$ cat src/rtl/usbf_pa_len_pkg.sv
// rtl/usbf_pa_len_pkg.sv - PID constants, FSM state encoding and bit helpers for the packet assembler
package usbf_pa_len_pkg;

  localparam logic [3:0] USBF_T_PID_ACK   = 4'b0010;
  localparam logic [3:0] USBF_T_PID_NACK  = 4'b1010;
  localparam logic [3:0] USBF_T_PID_STALL = 4'b1110;
  localparam logic [3:0] USBF_T_PID_NYET  = 4'b0110;
  localparam logic [3:0] USBF_T_PID_DATA0 = 4'b0011;
  localparam logic [3:0] USBF_T_PID_DATA1 = 4'b1011;
  localparam logic [3:0] USBF_T_PID_DATA2 = 4'b0111;
  localparam logic [3:0] USBF_T_PID_MDATA = 4'b1111;

  localparam logic [15:0] CRC16_POLY = 16'h8005;
  localparam logic [15:0] CRC16_INIT = 16'hFFFF;

  typedef enum logic [5:0] {
    ST_IDLE = 6'b000001,
    ST_HS   = 6'b000010,
    ST_PID  = 6'b000100,
    ST_DATA = 6'b001000,
    ST_CRC1 = 6'b010000,
    ST_CRC2 = 6'b100000
  } pa_state_t;

  function automatic logic [7:0] pid_byte(input logic [3:0] pid);
    return {~pid, pid};
  endfunction

  function automatic logic [3:0] token_pid(input logic [1:0] sel);
    case (sel)
      2'd0:    return USBF_T_PID_ACK;
      2'd1:    return USBF_T_PID_NACK;
      2'd2:    return USBF_T_PID_STALL;
      default: return USBF_T_PID_NYET;
    endcase
  endfunction

  function automatic logic [3:0] data_pid(input logic [1:0] sel);
    case (sel)
      2'd0:    return USBF_T_PID_DATA0;
      2'd1:    return USBF_T_PID_DATA1;
      2'd2:    return USBF_T_PID_DATA2;
      default: return USBF_T_PID_MDATA;
    endcase
  endfunction

  function automatic logic [7:0] bitrev8(input logic [7:0] d);
    logic [7:0] r;
    for (int i = 0; i < 8; i++) r[i] = d[7-i];
    return r;
  endfunction

endpackage

$ cat src/rtl/usbf_crc16.sv
// rtl/usbf_crc16.sv - one-byte CRC16 (poly 8005) update, MSB-first over din
module usbf_crc16
  import usbf_pa_len_pkg::*;
(
  input  logic [15:0] crc_in,
  input  logic [7:0]  din,
  output logic [15:0] crc_out
);

  logic [15:0] c;

  always_comb begin
    c = crc_in;
    for (int i = 7; i >= 0; i--) begin
      c = {c[14:0], 1'b0} ^ (((c[15] ^ din[i]) == 1'b1) ? CRC16_POLY : 16'h0000);
    end
    crc_out = c;
  end

endmodule

$ cat src/rtl/usbf_pa_len.sv
// rtl/usbf_pa_len.sv - length-driven USB handshake/data packet assembler onto UTMI TX
module usbf_pa_len
  import usbf_pa_len_pkg::*;
#(
  parameter int LEN_W   = 11,
  parameter int MAX_LEN = 1024
) (
  input  logic             clk,
  input  logic             rst,
  input  logic             send_token,
  input  logic [1:0]       token_pid_sel,
  input  logic             send_data,
  input  logic [1:0]       data_pid_sel,
  input  logic [LEN_W-1:0] data_len,
  input  logic             abort,
  input  logic [7:0]       tx_data_st,
  output logic             rd_next,
  output logic [7:0]       tx_data,
  output logic             tx_valid,
  input  logic             tx_ready,
  output logic             tx_first,
  output logic             tx_valid_last,
  output logic             busy,
  output logic             done,
  output logic             len_err
);

  localparam logic [LEN_W-1:0] MAX_LEN_V = LEN_W'(MAX_LEN);

  pa_state_t        state;
  logic [7:0]       pid_q;
  logic [LEN_W-1:0] cnt;
  logic [15:0]      crc;
  logic [15:0]      crc_next;
  logic             accept;

  // abort wins over a same-cycle accept, so the byte is treated as unsent
  assign accept = tx_valid & tx_ready & ~abort;

  usbf_crc16 u_crc16 (
    .crc_in  (crc),
    .din     (bitrev8(tx_data_st)),
    .crc_out (crc_next)
  );

  always_ff @(posedge clk) begin
    if (rst) begin
      state   <= ST_IDLE;
      pid_q   <= 8'h00;
      cnt     <= '0;
      crc     <= CRC16_INIT;
      done    <= 1'b0;
      len_err <= 1'b0;
    end else begin
      done    <= 1'b0;
      len_err <= 1'b0;
      if (state != ST_IDLE && abort) begin
        state <= ST_IDLE;
      end else begin
        case (state)
          ST_IDLE: begin
            if (send_token) begin
              pid_q <= pid_byte(token_pid(token_pid_sel));
              state <= ST_HS;
            end else if (send_data) begin
              if (data_len > MAX_LEN_V) begin
                len_err <= 1'b1;
              end else begin
                pid_q <= pid_byte(data_pid(data_pid_sel));
                cnt   <= data_len;
                state <= ST_PID;
              end
            end
          end
          ST_HS: begin
            if (accept) begin
              done  <= 1'b1;
              state <= ST_IDLE;
            end
          end
          ST_PID: begin
            crc <= CRC16_INIT;
            if (accept) state <= (cnt != '0) ? ST_DATA : ST_CRC1;
          end
          ST_DATA: begin
            if (accept) begin
              crc <= crc_next;
              cnt <= cnt - LEN_W'(1);
              if (cnt == LEN_W'(1)) state <= ST_CRC1;
            end
          end
          ST_CRC1: begin
            if (accept) state <= ST_CRC2;
          end
          ST_CRC2: begin
            if (accept) begin
              done  <= 1'b1;
              state <= ST_IDLE;
            end
          end
          default: state <= ST_IDLE;
        endcase
      end
    end
  end

  assign busy          = (state != ST_IDLE);
  assign tx_valid      = busy;
  assign tx_first      = (state == ST_HS) || (state == ST_PID);
  assign tx_valid_last = (state == ST_HS) || (state == ST_CRC2);
  assign rd_next       = (state == ST_DATA) && accept;

  always_comb begin
    tx_data = 8'h00;
    case (state)
      ST_HS, ST_PID: tx_data = pid_q;
      ST_DATA:       tx_data = tx_data_st;
      ST_CRC1:       tx_data = ~bitrev8(crc[15:8]);
      ST_CRC2:       tx_data = ~bitrev8(crc[7:0]);
      default:       tx_data = 8'h00;
    endcase
  end

endmodule
$ cat config.mk
export PLATFORM = sky130hd
export DESIGN_NAME = usbf_pa_len
export DESIGN_NICKNAME = d
export VERILOG_FILES = /design/src/rtl/usbf_pa_len_pkg.sv /design/src/rtl/usbf_crc16.sv /design/src/rtl/usbf_pa_len.sv
export SDC_FILE = /design/constraint.sdc
export NUM_CORES = 1
export LEC_CHECK = 0
export BUFFER_PORTS_ARGS = -buffer_cell sky130_fd_sc_hd__buf_2
export CAP_MARGIN = 40
export CORE_ASPECT_RATIO = 1.5
export CORE_MARGIN = 2
export CORE_UTILIZATION = 40
export DETAILED_ROUTE_END_ITERATION = 8
export GPL_TIMING_DRIVEN = 0
export SLEW_MARGIN = 10
export SYNTH_ARGS = -nofsm -noshare
export SYNTH_HDL_FRONTEND = slang
export SYNTH_HIERARCHICAL = 1
export SYNTH_SLANG_ARGS = --single-unit
$ cat constraint.sdc
create_clock -name clk -period 3.4 [get_ports clk]
set_clock_uncertainty 0.2 [all_clocks]
set_input_delay 0.34 -clock clk [delete_from_list [all_inputs] [get_ports clk]]
set_output_delay 0.34 -clock clk [all_outputs]
set_load 0.02 [all_outputs]
* Word level (Yosys, flattened, before mapping)
Index checks and enable logic that the tools add are counted.
Storage, ports and cells: memories kept 0, latch bits 0, ROM bits 0, output and inout port bits 15, memory bits (writable) 0, bits in registers 43, input port bits 29, logic and storage cells 120
Operators by class: magnitude comparators 1, add/sub/neg operators 1, mux-type cells 43, $mul 0, divide/modulo/power cells 0, reduce and logical (&&, ||, !) cells 19, shift-type cells 0, bitwise gates (word level) 27, eq/ne operators 23
Operator list (count):
- 2-to-1 mux 16 bit | 9
- bitwise XOR 16 bit | 8
- 2-to-1 mux 6 bit | 8
- 2-to-1 mux 11 bit | 4
- 2-to-1 mux 4 bit | 10
- case mux 16 bit (2 select lines) | 1
- case mux 8 bit (4 select lines) | 1
- case mux 6 bit (5 select lines) | 1
- 2-to-1 mux 8 bit | 3
- case mux 4 bit (3 select lines) | 2
- case mux 11 bit (2 select lines) | 1
- inequality test 2 bit, second input constant | 8
- inverter 8 bit | 2
- == test 11 x 1 -> 1 bit, second input constant | 1
- greater-than comparator 11 bit, second input constant | 1
- nonzero test 11 bit | 1
- subtractor 11 x 1 -> 11 bit, second input constant | 1
- inverter 4 bit | 2
- bitwise XOR 1 bit | 8
- AND reduction 7 bit | 1
- == test 6 x 1 -> 1 bit, second input constant | 1
- == test 6 x 2 -> 1 bit, second input constant | 1
- == test 6 x 3 -> 1 bit, second input constant | 1
- == test 6 x 4 -> 1 bit, second input constant | 1
- 21 further kinds | 37

* Longest topological paths before layout
depth after elaboration 26, mapped depth 9

* By module
The synthesis kept the hierarchy.
Modules (own cells, without submodules):
- usbf_pa_len | area each 2280.9 um^2, cells each 288, instances 1
- usbf_crc16 | area each 309.0 um^2, cells each 29, instances 1

* Worst setup path before layout
No wires, ideal clock.
kind flip-flop to flip-flop, from register state[5], to register cnt[1], setup time 133 ps, path slack 1167 ps, clock period less this slack 2233 ps, cell stages (with the launch flop) 10, path buffers 2, data arrival time 1900 ps, path through dfxtp_1 -> buf_2 -> or4_4 -> nor2_4 -> nand2_2 -> inv_2 -> a41oi_1 -> buf_2 -> a211oi_1 -> a211oi_1
On the way: longest elaborated chain between the ends 5
Ends and longest elaborated chain:
- start: declaration | line usbf_pa_len.sv:30 | pa_state_t state;
- start signal: assignment | line usbf_pa_len.sv:83 | if (accept) state <= (cnt != '0) ? ST_DATA : ST_CRC1;
- inequality test 6 x 1 -> 1 bit | line usbf_pa_len.sv:57, usbf_pa_len.sv:107
- AND 1 bit (2 in a row) | line usbf_pa_len.sv:38 | assign accept = tx_valid & tx_ready & ~abort;
- inequality test 2 bit (no line)
- AND reduction 6 bit (no line)
- end signal: assignment | line usbf_pa_len.sv:70 | cnt <= data_len;
- end signal: assignment | line usbf_pa_len.sv:88 | cnt <= cnt - LEN_W'(1);
- end: declaration | line usbf_pa_len.sv:32 | logic [LEN_W-1:0] cnt;
Several ways; a longest one is shown, not always the timed one. A chain may end at the register's enable or synchronous reset.

* Worst setup path in the final report
from register state[5], to output tx_data[4]
On the way: longest elaborated chain between the ends 3
Ends and longest elaborated chain:
- == test 6 x 2 -> 1 bit or == test 6 x 3 -> 1 bit (tied branches) | line usbf_pa_len.sv:115 | case (state)
- OR reduction 2 bit | line usbf_pa_len.sv:115
- case mux 8 bit (4 select lines) (*) | line usbf_pa_len.sv:115
- end: declaration | line usbf_pa_len.sv:18 | output logic [7:0] tx_data,
Mark *: on every way between the ends. The rest lies on a longest branch, timed or not.

==> metrics <==
Initial Util 0.416; DRT iter0 DRCs 117; CP most frequent cell buf_2; drc violations 0; CTS buffer count 5; clk buf depth 2; gpl congestion about 0.87; fmax around 0.35 GHz; Critical Path End Type output pin; shortest period the worst path allows approximately 2.9 ns; clock sinks 42; first-pass GRT wire length 11800 um; clk_lat worst skew 0.30 ns; total grt overflow 0; Slew @ Worst Pin just under 0.9 ns; CP arrival 2.33 ns; I/O pins 44; final count of hold timing violations 0; relative slew slack 0.410; Clock Pin Slew Worst Setup and Hold Paths 0.09 ns; vias ~2500; HP Class primary input to register; number of synthesized flops with an enable pin 0; PostCTS Resize Cnt 0; hold-fix buffers at CTS 0; gr usage total 0.209; CTS tree yes; DPL Wire Length around 5400 um; Synthesized Nets 350; pre-CTS setup slack 0.847 ns; Final period util 0.844; largest net degree at the start of global routing 14; final wirelength about 7100 um; die area 7150 um2; synthesized area between 2000 and 3000 um2; worst endpoint required time 2.86 ns; Setup WS post-layout approximately 0.53 ns; ant diodes 0; number of synthesized register bits 42; P per Cell Area between 500 and 600 nW/um2; via/cell ratio 5.54; synth unique cells 53; unrepaired setup endpoints after global routing false; Synth warnings 6; Slew Limit Fails 0; Seq/Total Area, Yosys 0.325; drt pass-1 iters 4; final setup TNS 0 ns; chip height between 100 and 150 um; routed len/inst between 15 and 20 um; # port buffers 43; layout cells sized above 1 0.230; average instance area after synthesis around 8.2 um2; MaxCap Viol Count 0; maximum vdd drop about 0.27 mV; post-CTS setup buffers 0; Placed Cells between 400 and 500; CP top delay family simple AND/OR/NAND/NOR gates; P_leak between 1 and 1.5 nW; Max FO, Critical Path 10; asr flop ratio synth 0; nets@finish between 400 and 500; Post-Layout Cell Count 443; Die X 69.7 um; CP Buf/Inv Count 3; CP max stage delay between 0.5 and 0.6 ns; Synth Flop Type dfxtp_1; vias in the first global route 2367; Detail Route Antenna Nets 0; total core area between 6000 and 7000 um2; startpoint types register; CTS root buffer clkbuf_8; H-Tree Level Count 2; CP max stage cell or4_4; fin util 0.490; status completed; Setup CP Type register to output pin; Final setup viols 0; initial antenna violation count 0; synthesized instance count about 320; CP cell instances buf_2 -> or4_4 -> nor2_4 -> buf_2 -> a21oi_1 -> o211ai_1 -> buf_2; Layout area overhead 17.6%; # rows 35
## Yosys cell counts (3+ instances only)
master,instances,share of area
clkbuf_1,8,0.012
o211a_1,3,0.012
dfxtp_1,42,0.32
nor2_1,24,0.035
or4_4,3,0.013
or4_1,4,0.012
nor3_1,6,0.012
or3_1,3,0.0072
o31ai_1,5,0.014
buf_4,6,0.017
o211ai_1,10,0.029
and3_1,3,0.0072
nor4_1,4,0.0097
nand4_1,3,0.0072
nand2_1,40,0.058
xnor2_2,6,0.038
buf_2,8,0.015
o21ai_0,13,0.025
a211oi_1,4,0.012
nand3_1,6,0.012
a21oi_1,26,0.050
nor2b_1,3,0.0072
o22ai_1,17,0.041
ha_1,4,0.019
inv_1,9,0.013
xor2_1,8,0.027
a21o_1,8,0.023
xnor2_1,9,0.030
## cell type report
type	instances	area, um2
plain buffers	22	115
clock buffers	6	82.6
clock inverters	2	60.1
fillers	633	3170
inverters	10	37.5
multi-input cells	243	1600
flip-flops and latches	42	841
well taps	74	92.6
repair buffers	44	220
## registers in the layout, indices dropped and copies added (netlist names)
| register | count |
|---|---|
| cnt | 11 |
| crc | 16 |
| done | 1 |
| len_err | 1 |
| pid_q | 7 |
| state | 6 |
## path summary, 6_finish.rpt
kind                    from         end  slack (ns)  cells after the start
hold / removal    send_token    pid_q[0]        0.13                      2
setup / recovery    state[5]  tx_data[4]        0.53                      7
hold reg to reg     pid_q[4]    pid_q[4]        0.26                      2
setup reg to reg    state[5]      cnt[1]        0.89                      9
## cell usage in the layout (no fill, tap or decap), types with 6 or more instances in the layout
master	count
clkbuf_1	8
a21oi_1	26
nand2_1	40
o21ai_0	13
a21o_1	8
dfxtp_1	42
nand3_1	6
xnor2_2	6
buf_4	6
inv_1	9
buf_2	51
nor3_1	6
o211ai_1	10
o22ai_1	17
xor2_1	8
xnor2_1	9
nor2_1	24
clkbuf_8	6
## power by group
part / internal, mW / leakage (nW) / switching, mW
Clock: 0.313 / 0.0714 / 0.181
Sequential: 0.544 / 0.342 / 0.0376
Combinational: 0.213 / 0.845 / 0.344
Total: 1.07 / 1.26 / 0.562
## metal layers
metal  wire (um)  up-vias  track usage  share of wire
met3         232        8       0.0313          0.033
li1            -     1245            -              -
met4         119        0       0.0725          0.017
met2        3840       57        0.408           0.54
met1        2940     1144        0.231           0.41
met5           0        -            0              0
## through the flow
stage | total power [mW] | hold slack [ns] | instance area (um2)
after floorplan | 0.987 | 0.237 | 2590
after global placement | 1.14 | 0.250 | 2900
after detailed placement | 1.14 | 0.253 | 2900
after CTS | 1.64 | 0.129 | 3040
after global routing | 1.74 | 0.157 | 3050
final | 1.63 | 0.128 | 3050
## cell families (layout without fill, tap and decap cells)
| family | count (synthesis) | in the layout | share of synthesized area |
|---|---|---|---|
| AND/OR/NAND/NOR | 111 | 111 | 0.214 |
| XOR/XNOR | 25 | 25 | 0.110 |
| flip-flops | 42 | 42 | 0.325 |
| AO/OA/AOI/OAI | 101 | 101 | 0.266 |
| buffers and inverters | 32 | 84 | 0.0589 |
| adder cells (fa/ha/maj) | 4 | 4 | 0.0193 |
| multiplexers | 2 | 2 | 0.00773 |
Note: power is estimated with default switching activity, not from simulation.
